$ cat src/rtl/mips_pkg.sv
// mips_pkg: shared encodings for the multi-cycle MIPS controller.
package mips_pkg;
  localparam logic [5:0] OP_RTYPE = 6'b000000;
  localparam logic [5:0] OP_LW    = 6'b100011;
  localparam logic [5:0] OP_SW    = 6'b101011;
  localparam logic [5:0] OP_BEQ   = 6'b000100;
  localparam logic [5:0] OP_ADDI  = 6'b001000;
  localparam logic [5:0] OP_J     = 6'b000010;
  localparam logic [5:0] F_ADD = 6'b100000;
  localparam logic [5:0] F_SUB = 6'b100010;
  localparam logic [5:0] F_AND = 6'b100100;
  localparam logic [5:0] F_OR  = 6'b100101;
  localparam logic [5:0] F_SLT = 6'b101010;
  localparam logic [2:0] ALU_ADD = 3'b010;
  localparam logic [2:0] ALU_SUB = 3'b110;
  localparam logic [2:0] ALU_AND = 3'b000;
  localparam logic [2:0] ALU_OR  = 3'b001;
  localparam logic [2:0] ALU_SLT = 3'b111;
  typedef enum logic [3:0] {
    S_FETCH, S_DECODE, S_MEMADR, S_MEMRD, S_MEMWB, S_MEMWR,
    S_RTYPE_EX, S_RTYPE_WB, S_BEQ, S_ADDI_EX, S_ADDI_WB, S_JUMP
  } state_e;
  typedef enum logic [1:0] {AC_ADD, AC_SUB, AC_FUNC} alu_class_e;
  typedef struct packed {
    logic       mem_read;
    logic       mem_write;
    logic       iord;
    logic       ir_write;
    logic       pc_en;
    logic [1:0] pc_source;
    logic       alu_src_a;
    logic [1:0] alu_src_b;
    logic [2:0] alu_op;
    logic       reg_write;
    logic       reg_dst;
    logic       memto_reg;
    logic       illegal;
  } ctrl_t;
endpackage

$ cat src/rtl/alu_control.sv
// alu_control: maps the ALU usage class and func field to an ALU operation.
module alu_control
  import mips_pkg::*;
(
  input  alu_class_e  cls_i,
  input  logic [5:0]  func_i,
  output logic [2:0]  alu_op_o,
  output logic        illegal_func_o
);
  always_comb begin
    alu_op_o = ALU_ADD;
    illegal_func_o = 1'b0;
    if (cls_i == AC_SUB) alu_op_o = ALU_SUB;
    else if (cls_i == AC_FUNC)
      case (func_i)
        F_ADD:   alu_op_o = ALU_ADD;
        F_SUB:   alu_op_o = ALU_SUB;
        F_AND:   alu_op_o = ALU_AND;
        F_OR:    alu_op_o = ALU_OR;
        F_SLT:   alu_op_o = ALU_SLT;
        default: illegal_func_o = 1'b1;
      endcase
  end
endmodule

$ cat src/rtl/mips_mc_controller.sv
// mips_mc_controller: multi-cycle FSM sequencing a shared ALU/memory MIPS datapath.
module mips_mc_controller
  import mips_pkg::*;
(
  input  logic       clk_i,
  input  logic       rst_ni,
  input  logic [5:0] opcode_i,
  input  logic [5:0] func_i,
  input  logic       zero_i,
  input  logic       mem_ready_i,
  output logic       mem_read_o,
  output logic       mem_write_o,
  output logic       IorD_o,
  output logic       IRWrite_o,
  output logic       pc_en_o,
  output logic [1:0] PCSource_o,
  output logic       ALUSrcA_o,
  output logic [1:0] ALUSrcB_o,
  output logic [2:0] ALUoperation_o,
  output logic       RegWrite_o,
  output logic       RegDst_o,
  output logic       MemtoReg_o,
  output logic       illegal_o
);
  state_e     state_q, state_d;
  alu_class_e cls;
  ctrl_t      c, o;
  logic       pc_write, branch, illegal_op, illegal_func;
  logic [2:0] alu_op;
  alu_control u_alu_control (
    .cls_i          (cls),
    .func_i         (func_i),
    .alu_op_o       (alu_op),
    .illegal_func_o (illegal_func)
  );
  always_ff @(posedge clk_i) state_q <= rst_ni ? state_d : S_FETCH;
  always_comb begin
    c = '0;
    state_d = state_q;
    cls = AC_ADD;
    pc_write = 1'b0;
    branch = 1'b0;
    illegal_op = 1'b0;
    case (state_q)
      S_FETCH: begin
        c.mem_read = 1'b1;
        c.alu_src_b = 2'b01;
        c.ir_write = mem_ready_i;
        pc_write = mem_ready_i;
        state_d = mem_ready_i ? S_DECODE : S_FETCH;
      end
      S_DECODE: begin
        c.alu_src_b = 2'b11;
        case (opcode_i)
          OP_RTYPE:     state_d = S_RTYPE_EX;
          OP_LW, OP_SW: state_d = S_MEMADR;
          OP_BEQ:       state_d = S_BEQ;
          OP_ADDI:      state_d = S_ADDI_EX;
          OP_J:         state_d = S_JUMP;
          default: begin
            illegal_op = 1'b1;
            state_d = S_FETCH;
          end
        endcase
      end
      S_MEMADR: begin
        c.alu_src_a = 1'b1;
        c.alu_src_b = 2'b10;
        state_d = (opcode_i == OP_LW) ? S_MEMRD : S_MEMWR;
      end
      S_MEMRD: begin
        c.mem_read = 1'b1;
        c.iord = 1'b1;
        state_d = mem_ready_i ? S_MEMWB : S_MEMRD;
      end
      S_MEMWB: begin
        c.reg_write = 1'b1;
        c.memto_reg = 1'b1;
        state_d = S_FETCH;
      end
      S_MEMWR: begin
        c.mem_write = 1'b1;
        c.iord = 1'b1;
        state_d = mem_ready_i ? S_FETCH : S_MEMWR;
      end
      S_RTYPE_EX: begin
        c.alu_src_a = 1'b1;
        cls = AC_FUNC;
        state_d = illegal_func ? S_FETCH : S_RTYPE_WB;
      end
      S_RTYPE_WB: begin
        c.reg_write = 1'b1;
        c.reg_dst = 1'b1;
        state_d = S_FETCH;
      end
      S_BEQ: begin
        c.alu_src_a = 1'b1;
        cls = AC_SUB;
        branch = 1'b1;
        c.pc_source = 2'b01;
        state_d = S_FETCH;
      end
      S_ADDI_EX: begin
        c.alu_src_a = 1'b1;
        c.alu_src_b = 2'b10;
        state_d = S_ADDI_WB;
      end
      S_ADDI_WB: begin
        c.reg_write = 1'b1;
        state_d = S_FETCH;
      end
      S_JUMP: begin
        pc_write = 1'b1;
        c.pc_source = 2'b10;
        state_d = S_FETCH;
      end
      default: state_d = S_FETCH;
    endcase
    c.alu_op = alu_op;
    c.pc_en = pc_write | (branch & zero_i);
    c.illegal = illegal_op | illegal_func;
  end
  // Every output is forced low while reset is held, including the FETCH strobes.
  assign o = rst_ni ? c : '0;
  assign mem_read_o = o.mem_read;
  assign mem_write_o = o.mem_write;
  assign IorD_o = o.iord;
  assign IRWrite_o = o.ir_write;
  assign pc_en_o = o.pc_en;
  assign PCSource_o = o.pc_source;
  assign ALUSrcA_o = o.alu_src_a;
  assign ALUSrcB_o = o.alu_src_b;
  assign ALUoperation_o = o.alu_op;
  assign RegWrite_o = o.reg_write;
  assign RegDst_o = o.reg_dst;
  assign MemtoReg_o = o.memto_reg;
  assign illegal_o = o.illegal;
endmodule

$ cat config.mk
export PLATFORM = sky130hd
export DESIGN_NAME = mips_mc_controller
export DESIGN_NICKNAME = d
export VERILOG_FILES = /design/src/rtl/mips_pkg.sv /design/src/rtl/alu_control.sv /design/src/rtl/mips_mc_controller.sv
export SDC_FILE = /design/constraint.sdc
export NUM_CORES = 1
export LEC_CHECK = 0
export CAP_MARGIN = 5
export CORE_UTILIZATION = 30
export DETAILED_ROUTE_END_ITERATION = 16
export PLACE_DENSITY_LB_ADDON = 0.2
export SETUP_SLACK_MARGIN = 0.2
export SLEW_MARGIN = 30
export SYNTH_ARGS = -nofsm -noshare
export SYNTH_HDL_FRONTEND = slang
export SYNTH_SLANG_ARGS = --single-unit
$ cat constraint.sdc
create_clock -name clk_i -period 3.6 [get_ports clk_i]
set_input_delay 0.54 -clock clk_i [delete_from_list [all_inputs] [get_ports clk_i]]
set_output_delay 0.54 -clock clk_i [all_outputs]
set_load 0.05 [all_outputs]
==> results.md, run 1 <==
Status:
- The flow ran to the end, and the final reports show no timing, DRC or antenna violations.

GRT:
- The wire length of the first global-routing pass is 3130 um.
- The number of antenna violations at the first check in global routing is 0.
- Entering global routing, the biggest net connects 15 pins.
- The via count of the first global-routing pass came to 741.
- For this run, the total global-route usage over all layers was measured as 18.9%.
- The remaining global-route overflow is 0.

Min path:
- The min-delay analysis places its worst path in the category flip-flop to flip-flop.
- The capture endpoint of the worst hold path is state_q[1]$_SDFF_PN0_.
- The worst hold path stage count is 2.
- The worst hold path begins at state_q[2]$_SDFF_PN0_.

Place:
- The number of placed instances, taps included is 150.
- The total of buffers placed on input and output ports is 32.
- The weighted congestion reported at the end of routability-driven placement is 0.779.
- Summed over all nets, the half-perimeter wirelength after detailed placement is 1440 um.

Detailed routing:
- The number of remaining DRC errors is 0.
- The iteration count of the initial detailed-routing pass is 4.
- The aggregate routed wire length is 1890 um.
- Across all layers, the routed design uses slightly above 800 vias.
- The initial detailed-routing violation count is 12.
- In the final routed layout, each cell accounts on average for 12.3 um.
- Once detail routing completed, the nets flagged for antenna violations numbered 0.
- After detailed routing, the number of vias per cell comes to ~5.4.

CTS:
- Counting the buffers created by CTS gives 3.
- TritonCTS built the clock tree.
- The count of instances resized after the clock tree is built is 0.
- The buffer type at the clock tree root is clkbuf_4.
- Clock-pin slew was measured on the worst setup and hold paths at 0.03 ns.
- The number of buffers inserted by post-CTS setup repair is 0.
- The count of hold-fix buffers inserted at cts is 0.
- The number of levels the H-tree was split into is 1.
- The longest clock path from root to sink contains 2 buffers.
- The clock drives 4 sinks.
- The clock insertion delay at the later pin of the skew report is 0.24 ns.

STA:
- The transition time at the pin with the least slew margin is 0.503 ns.
- The share of the clock period used by the worst path after layout is approximately 91%.
- Setup repair after global routing left no endpoint under its margin.
- The hold violation count in the final report is 0.
- The shortest period the worst path allows is 3.27 ns.
- The number of slew-limit violations in the final report is 0.
- Adding up every negative setup slack in the final design gives 0 ns.
- Derived from the worst setup path, the maximum achievable clock frequency is 306 MHz.
- Between clock sinks in the finished design, the worst skew comes to approximately 0.0056 ns.
- Setup violations remaining at the end of the flow were counted as 0.
- The tightest hold path in the finished design has a slack of ~0.74 ns.
- The worst slew margin relative to its limit is 66.4%.

Worst setup path:
- The maximum fanout along the worst path is 6.
- By startpoint and endpoint, the worst setup path is classified as input pin to primary output.
- For flop-to-flop paths, the worst setup slack is 1.77 ns.
- Data on the critical path arrives at its endpoint at 2.73 ns.
- The largest single stage delay on the critical path is 0.69 ns.
- The startpoint identified for the worst register-to-register timing path is state_q[1]$_SDFF_PN0_.
- The capture point of the worst reg-to-reg path is state_q[1]$_SDFF_PN0_.
- The family with the most delay on the worst path is buffers and inverters.
- For the worst setup path, the data required time is 3.06 ns.
- The number of cells on the worst reg-to-reg path is 4.
- The slowest stage of the critical path is the clkdlybuf4s50_1 cell.
- STA classifies the critical path startpoint as an input pin.
- STA classifies the critical path endpoint as a primary output.
- The signal on the critical path passes through clkdlybuf4s50_1 > or4_1 > nor2_1 > nor4b_1 > o21a_1 > clkdlybuf4s50_1.
- In this design, the critical path's most frequently occurring cell is clkdlybuf4s50_1.
- The count of buffer and inverter cells on the critical path is 2.

Floorplanning:
- The row count is 16.
- The die footprint is 2290 um2.
- The die is 47.9 um wide.
- The total I/O pin count is 33.
- The area of the core is between 1500 and 2000 um2.
- The y dimension of the die is roughly 48 um.
- Once the floorplan was initialized, standard cells occupied 32.2% of the core.

Synthesis:
- The leading register cell type out of synthesis is dfxtp_1.
- The number of nets handed over by synthesis was between 100 and 150.
- The count of cell types in the netlist is 39.
- Yosys mapped a number of flops with a built-in enable equal to 0.
- Synthesis handed over a netlist of 96 instances.
- Counting flops and latches in the post-synthesis netlist gives 4.
- The sequential fraction of the synthesis area is 12.7%.
- The share of flip-flops with an asynchronous set or reset after synthesis is 0%.
- Yosys printed 0 warnings.
- The mean cell area of the mapped netlist is 6.58 um2.
- Summing every instance area after synthesis gives between 600 and 700 um2.

Cells and area:
- Compared with the post-synthesis result, the final layout area differs by 56.8%.
- The net count of the finished layout is 144.
- The antenna cell count is 0.
- The sequential cell area in the final layout is 80.1 um2.
- state_q holds more flip-flops than any other register.
- The largest registers in the layout are state_q: 4 flops.
- The filler cell count in the final layout is 215.
- The multi-input combinational cells in the finished layout cover a total of 519 um2.
- The register with the most flip-flops in the layout has 4 of them.
- For this run, the number of standard cells in the final layout without fillers is 153.
- Cells with a size suffix above 1 make up ~4.8% of the layout.

Run:
- The reported max-cap violation count is 0.

Power and ir drop:
- The leakage power is 0.330 nW.
- Power spread over the standard cell area amounts to 179 nW/um2.
- Across the VDD grid, the largest voltage drop is 138 uV.
- Total power for the finished layout comes to 0.178 mW.
worst max path at each step:
stage | cells after the start | slack, ns | end | start
after floorplan | 5 | 0.77 | ALUoperation_o[2] | state_q[2]$_SDFF_PN0_
after global placement | 6 | 0.38 | illegal_o | opcode_i[2]
after detailed placement | 6 | 0.36 | illegal_o | opcode_i[2]
after CTS | 6 | 0.36 | illegal_o | opcode_i[2]
after global routing | 6 | 0.24 | illegal_o | opcode_i[2]
final | 6 | 0.33 | illegal_o | opcode_i[2]
synthesized netlist by cell type (all sizes together) (3+ instances only):
library cell  number  share of area (%)
nand2b             6                5.9
nor3b              3                3.6
clkbuf             4                2.4
nor2b              4                4.0
a21oi              7                6.1
nand2              7                4.2
nor2              12                7.1
o21ai              4                3.2
or4                3                4.2
nor3               8                6.3
dfxtp              4                 13
worst min-delay path, delay by kind of cell (launching register included):
kind | cells | cell delay (ns)
DFF | 1 | 0.39
AOI/OAI and AO/OA | 2 | 0.31
layout by cell type, fill, tap and decap left out:
cell,Yosys,layout
o21ai_0,1,1
o211ai_1,1,1
xnor2_1,1,1
o21ai_1,3,3
a41o_1,1,1
dfxtp_1,4,4
a21boi_0,1,1
a211oi_1,1,1
mux2i_1,2,2
a21oi_2,1,1
nor3_1,8,8
nand4b_1,1,1
clkbuf_4,0,3
nor4b_1,2,2
nor3b_1,3,3
or3_1,1,1
nand3_1,1,1
nand2_1,7,7
buf_4,0,1
nand2b_1,6,6
xor2_1,1,1
a21oi_1,6,6
clkdlybuf4s50_1,0,32
nor2_1,12,12
o21a_1,2,2
a32oi_1,2,2
and2_1,2,2
or4_4,1,1
o22ai_1,1,1
and4_1,2,2
and4b_1,1,1
a21o_1,1,1
o31ai_1,1,1
a2111oi_0,1,1
o41ai_1,1,1
or4_1,2,2
nor2b_1,4,4
inv_1,2,2
a31oi_1,1,1
or2_1,2,2
per-layer routing:
metal | part of all wire (%) | track usage (%)
met1 | 48 | 24.4
met2 | 45 | 31.6
met3 | 6.1 | 3.40
met4 | 1.1 | 5.56
met5 | 0 | 0
where the power goes:
part           internal (mW)  switching [mW]  total (mW)
combinational         0.0334          0.0395      0.0729
clock                 0.0373          0.0190      0.0563
sequential            0.0455         0.00287      0.0484
cell type report:
cell class,instances,area share (%)
Clock buffer,3,2.27
Inverter,2,0.758
Multi-Input combinational cell,84,52.4
Sequential cell,4,8.08
Tap cell,27,3.41
Timing Repair Buffer,33,33.1
per-stage QoR:
stage	util [%]	setup slack (ns)	instance area (um2)
after CTS	50.5	0.358	991
after floorplan	-	0.774	632
final	50.5	0.335	991
after detailed placement	49.4	0.362	968
after global routing	50.5	0.238	991
after global placement	49.4	0.384	968
cell families after synthesis:
kind of cell    count (synthesis)  share of synthesized area, %
xor+xnor                        2                          2.77
buf+inv                         8                          5.15
compound gates                 25                          26.7
simple gates                   55                          49.5
flops                           4                          12.7
mux                             2                          3.17
(Power assumes the default switching activity.)
==> run 2: changes to the inputs <==
- CTS_BUF_LIST: not set -> sky130_fd_sc_hd__clkbuf_4 sky130_fd_sc_hd__clkbuf_8
==> results of run 2 <==
The final DEF is identical to that of run 1; final timing and power are the same.
==> run 3: changes to the inputs <==
- CORE_MARGIN: not set -> 5
==> results.md, run 3 (synthesized netlist as in run 1, its figures left out) <==
Status:
- The flow ran to the end, and the final reports show no timing, DRC or antenna violations.

CTS:
- The count of instances resized after the clock tree is built is 0.
- The count of hold-fix buffers inserted at cts is 0.
- The number of sinks on the clock net is 4.
- The number of clock buffers inserted by TritonCTS is 3.
- After clock tree synthesis, the clock-pin slew on the worst setup and hold paths is 0.03 ns.
- TritonCTS built the clock tree.
- In this run the number of H-tree levels came out at 1.
- After clock tree synthesis, the setup repair step added 0 buffers.
- The clock reaches the later pin of the worst-skew pair after 0.24 ns.
- The buffer type at the clock tree root is clkbuf_4.
- The number of buffers on the longest clock path is 2.

STA:
- The final number of setup-violating endpoints is 0.
- The transition time at the pin with the least slew margin is 0.504 ns.
- The hold violation count in the final report is 0.
- Between clock sinks in the finished design, the worst skew comes to 0.00361 ns.
- Setup repair after global routing left no endpoint under its margin.
- The shortest period the worst path allows is 3.26 ns.
- The share of the clock period used by the worst path after layout is roughly nine tenths.
- The final-layout worst hold slack is 0.733 ns.
- The sum of negative setup slack is 0 ns.
- The highest attainable clock frequency is 307 MHz.
- The number of slew-limit violations in the final report is 0.
- The worst pin sits at a relative slew slack of 66.3%.

Place:
- The total of buffers placed on input and output ports is 32.
- The congestion estimate from routability-driven global placement came to 0.793.
- The detailed placer's ending HPWL is 1550 um.

Cells and area:
- The register with the highest flop count is state_q.
- The number of nets in the layout is 144.
- In the layout the commonest cells are clkdlybuf4s50_1 (32), nor2_1 (12), nor3_1 (8).
- Cells with a size suffix above 1 make up 4.76% of the layout.
- The register with the most flip-flops in the layout has 4 of them.
- Compared with the post-synthesis result, the final layout area differs by 56.8%.
- Leaving out fill and tap cells, the most frequent cell in the layout is clkdlybuf4s50_1.
- 0 antenna diodes ended up in the layout.
- The largest registers in the layout are state_q: 4 flops.
- The filler cell count in the final layout is 209.

GRT:
- The total global routing track utilization is approximately an eighth.
- The wire length of the first global-routing pass is 3340 um.
- The via count of the first global-routing pass is 727.
- Entering global routing, the biggest net connects 15 pins.
- After global routing the overflow that remains totals 0.
- The number of antenna violations at the first check in global routing is 0.

Floorplanning:
- The y dimension of the die is 55.9 um.
- The total I/O pin count is 33.
- The die outline width is 55.9 um.
- The floorplan step defined a die boundary enclosing 3120 um2.
- The core region is 1980 um2.
- The row count is 16.
- Once the floorplan was initialized, standard cells occupied 31.9% of the core.

Detailed routing:
- Dividing the detail-routed via count by the number of cells gives 5.35.
- For this run, the detailed router's first-pass iteration total came to 4.
- The number of remaining DRC errors is 0.
- The detailed router finished its first iteration with 18 violations.
- In this run the remaining antenna-violating nets after routing total 0.
- The via count is 819.
- The average detailed-routed wire length per instance is 12.9 um.
- After detailed routing, the total wire length is slightly below 2000 um.

Worst setup path:
- The timing startpoint of the critical path is opcode_i[2].
- The setup slack of the most critical reg-to-reg path is 1.82 ns.
- In this run the worst path has a maximum fanout of 6.
- At the worst endpoint, the required time is 3.06 ns.
- In this run the critical register-to-register path is captured at state_q[1]$_SDFF_PN0_.
- The worst setup path is of the input pin to primary output kind.
- The launch instance of the worst register-to-register path is state_q[1]$_SDFF_PN0_.
- The data arrival time of the worst path is approximately 2.7 ns.
- The depth of the most critical reg-to-reg path is 4.
- The worst setup path is captured at a primary output.
- The worst setup path is launched from an input pin.
- The most critical setup path has its endpoint at illegal_o.

Power and ir drop:
- For this design the ratio of total power to cell area is 179 nW/um2.
- The worst-case vdd ir drop is 178 uV.
- The leakage power is about 0.33 nW.

Run:
- The tool flagged a number of max-cap violations equal to 0.

Min path:
- The path class of the tightest hold or removal check is flip-flop to flip-flop.
- The worst hold path passes through 2 cells.
==> run 3: cell counts in the layout (fill, tap and decap cells not counted) <==
Identical to the previous run, type by type.
==> run 3: through the flow <==
stage	power [mW]	area, um2	util [%]	worst slack (ns)	instances
4_1_cts	0.180	991	50.0	0.355	153
3_5_place_dp	0.122	968	48.9	0.357	150
5_1_grt	0.191	991	50.0	0.227	153
3_3_place_gp	0.121	968	48.9	0.381	150
2_1_floorplan	0.0870	632	-	0.774	96
6_report	0.177	991	50.0	0.341	153
==> run 3: worst min path at each step <==
stage	endpoint	startpoint	slack (ns)
floorplan	state_q[0]$_SDFF_PN0_	state_q[3]$_SDFF_PN0_	0.62
global placement	state_q[1]$_SDFF_PN0_	state_q[2]$_SDFF_PN0_	0.72
finish	state_q[1]$_SDFF_PN0_	state_q[2]$_SDFF_PN0_	0.73
detailed placement	state_q[1]$_SDFF_PN0_	state_q[2]$_SDFF_PN0_	0.73
global route	state_q[1]$_SDFF_PN0_	state_q[2]$_SDFF_PN0_	0.79
CTS	state_q[1]$_SDFF_PN0_	state_q[2]$_SDFF_PN0_	0.74
==> run 3: critical path, stage by stage <==
cell,delay (ns)
clkdlybuf4s50_1,0.49
or4_1,0.55
nor2_1,0.16
nor4b_1,0.07
o21a_1,0.21
clkdlybuf4s50_1,0.69
==> run 3: report_power, final <==
group | internal (mW) | switching, mW | leakage, nW
clock network | 0.0373 | 0.0183 | 0.0138
logic | 0.0334 | 0.0396 | 0.284
registers | 0.0455 | 0.00291 | 0.0325
==> run 3: cell type report <==
class	count	area, um2	area share, %
Sequential cell	4	80.1	8.08
Multi-Input combinational cell	84	519	52.4
Clock buffer	3	22.5	2.27
Timing Repair Buffer	33	328	33.1
Inverter	2	7.51	0.758
Tap cell	27	33.8	3.41
==> run 3: metal layers <==
layer  global-route usage [%]  vias up  share of wire [%]
met3                     4.64        0                9.3
met4                     2.03        0                  0
met2                     20.4       37                 45
met5                        0        -                  0
met1                     16.2      364                 45
li1                         -      418                  -
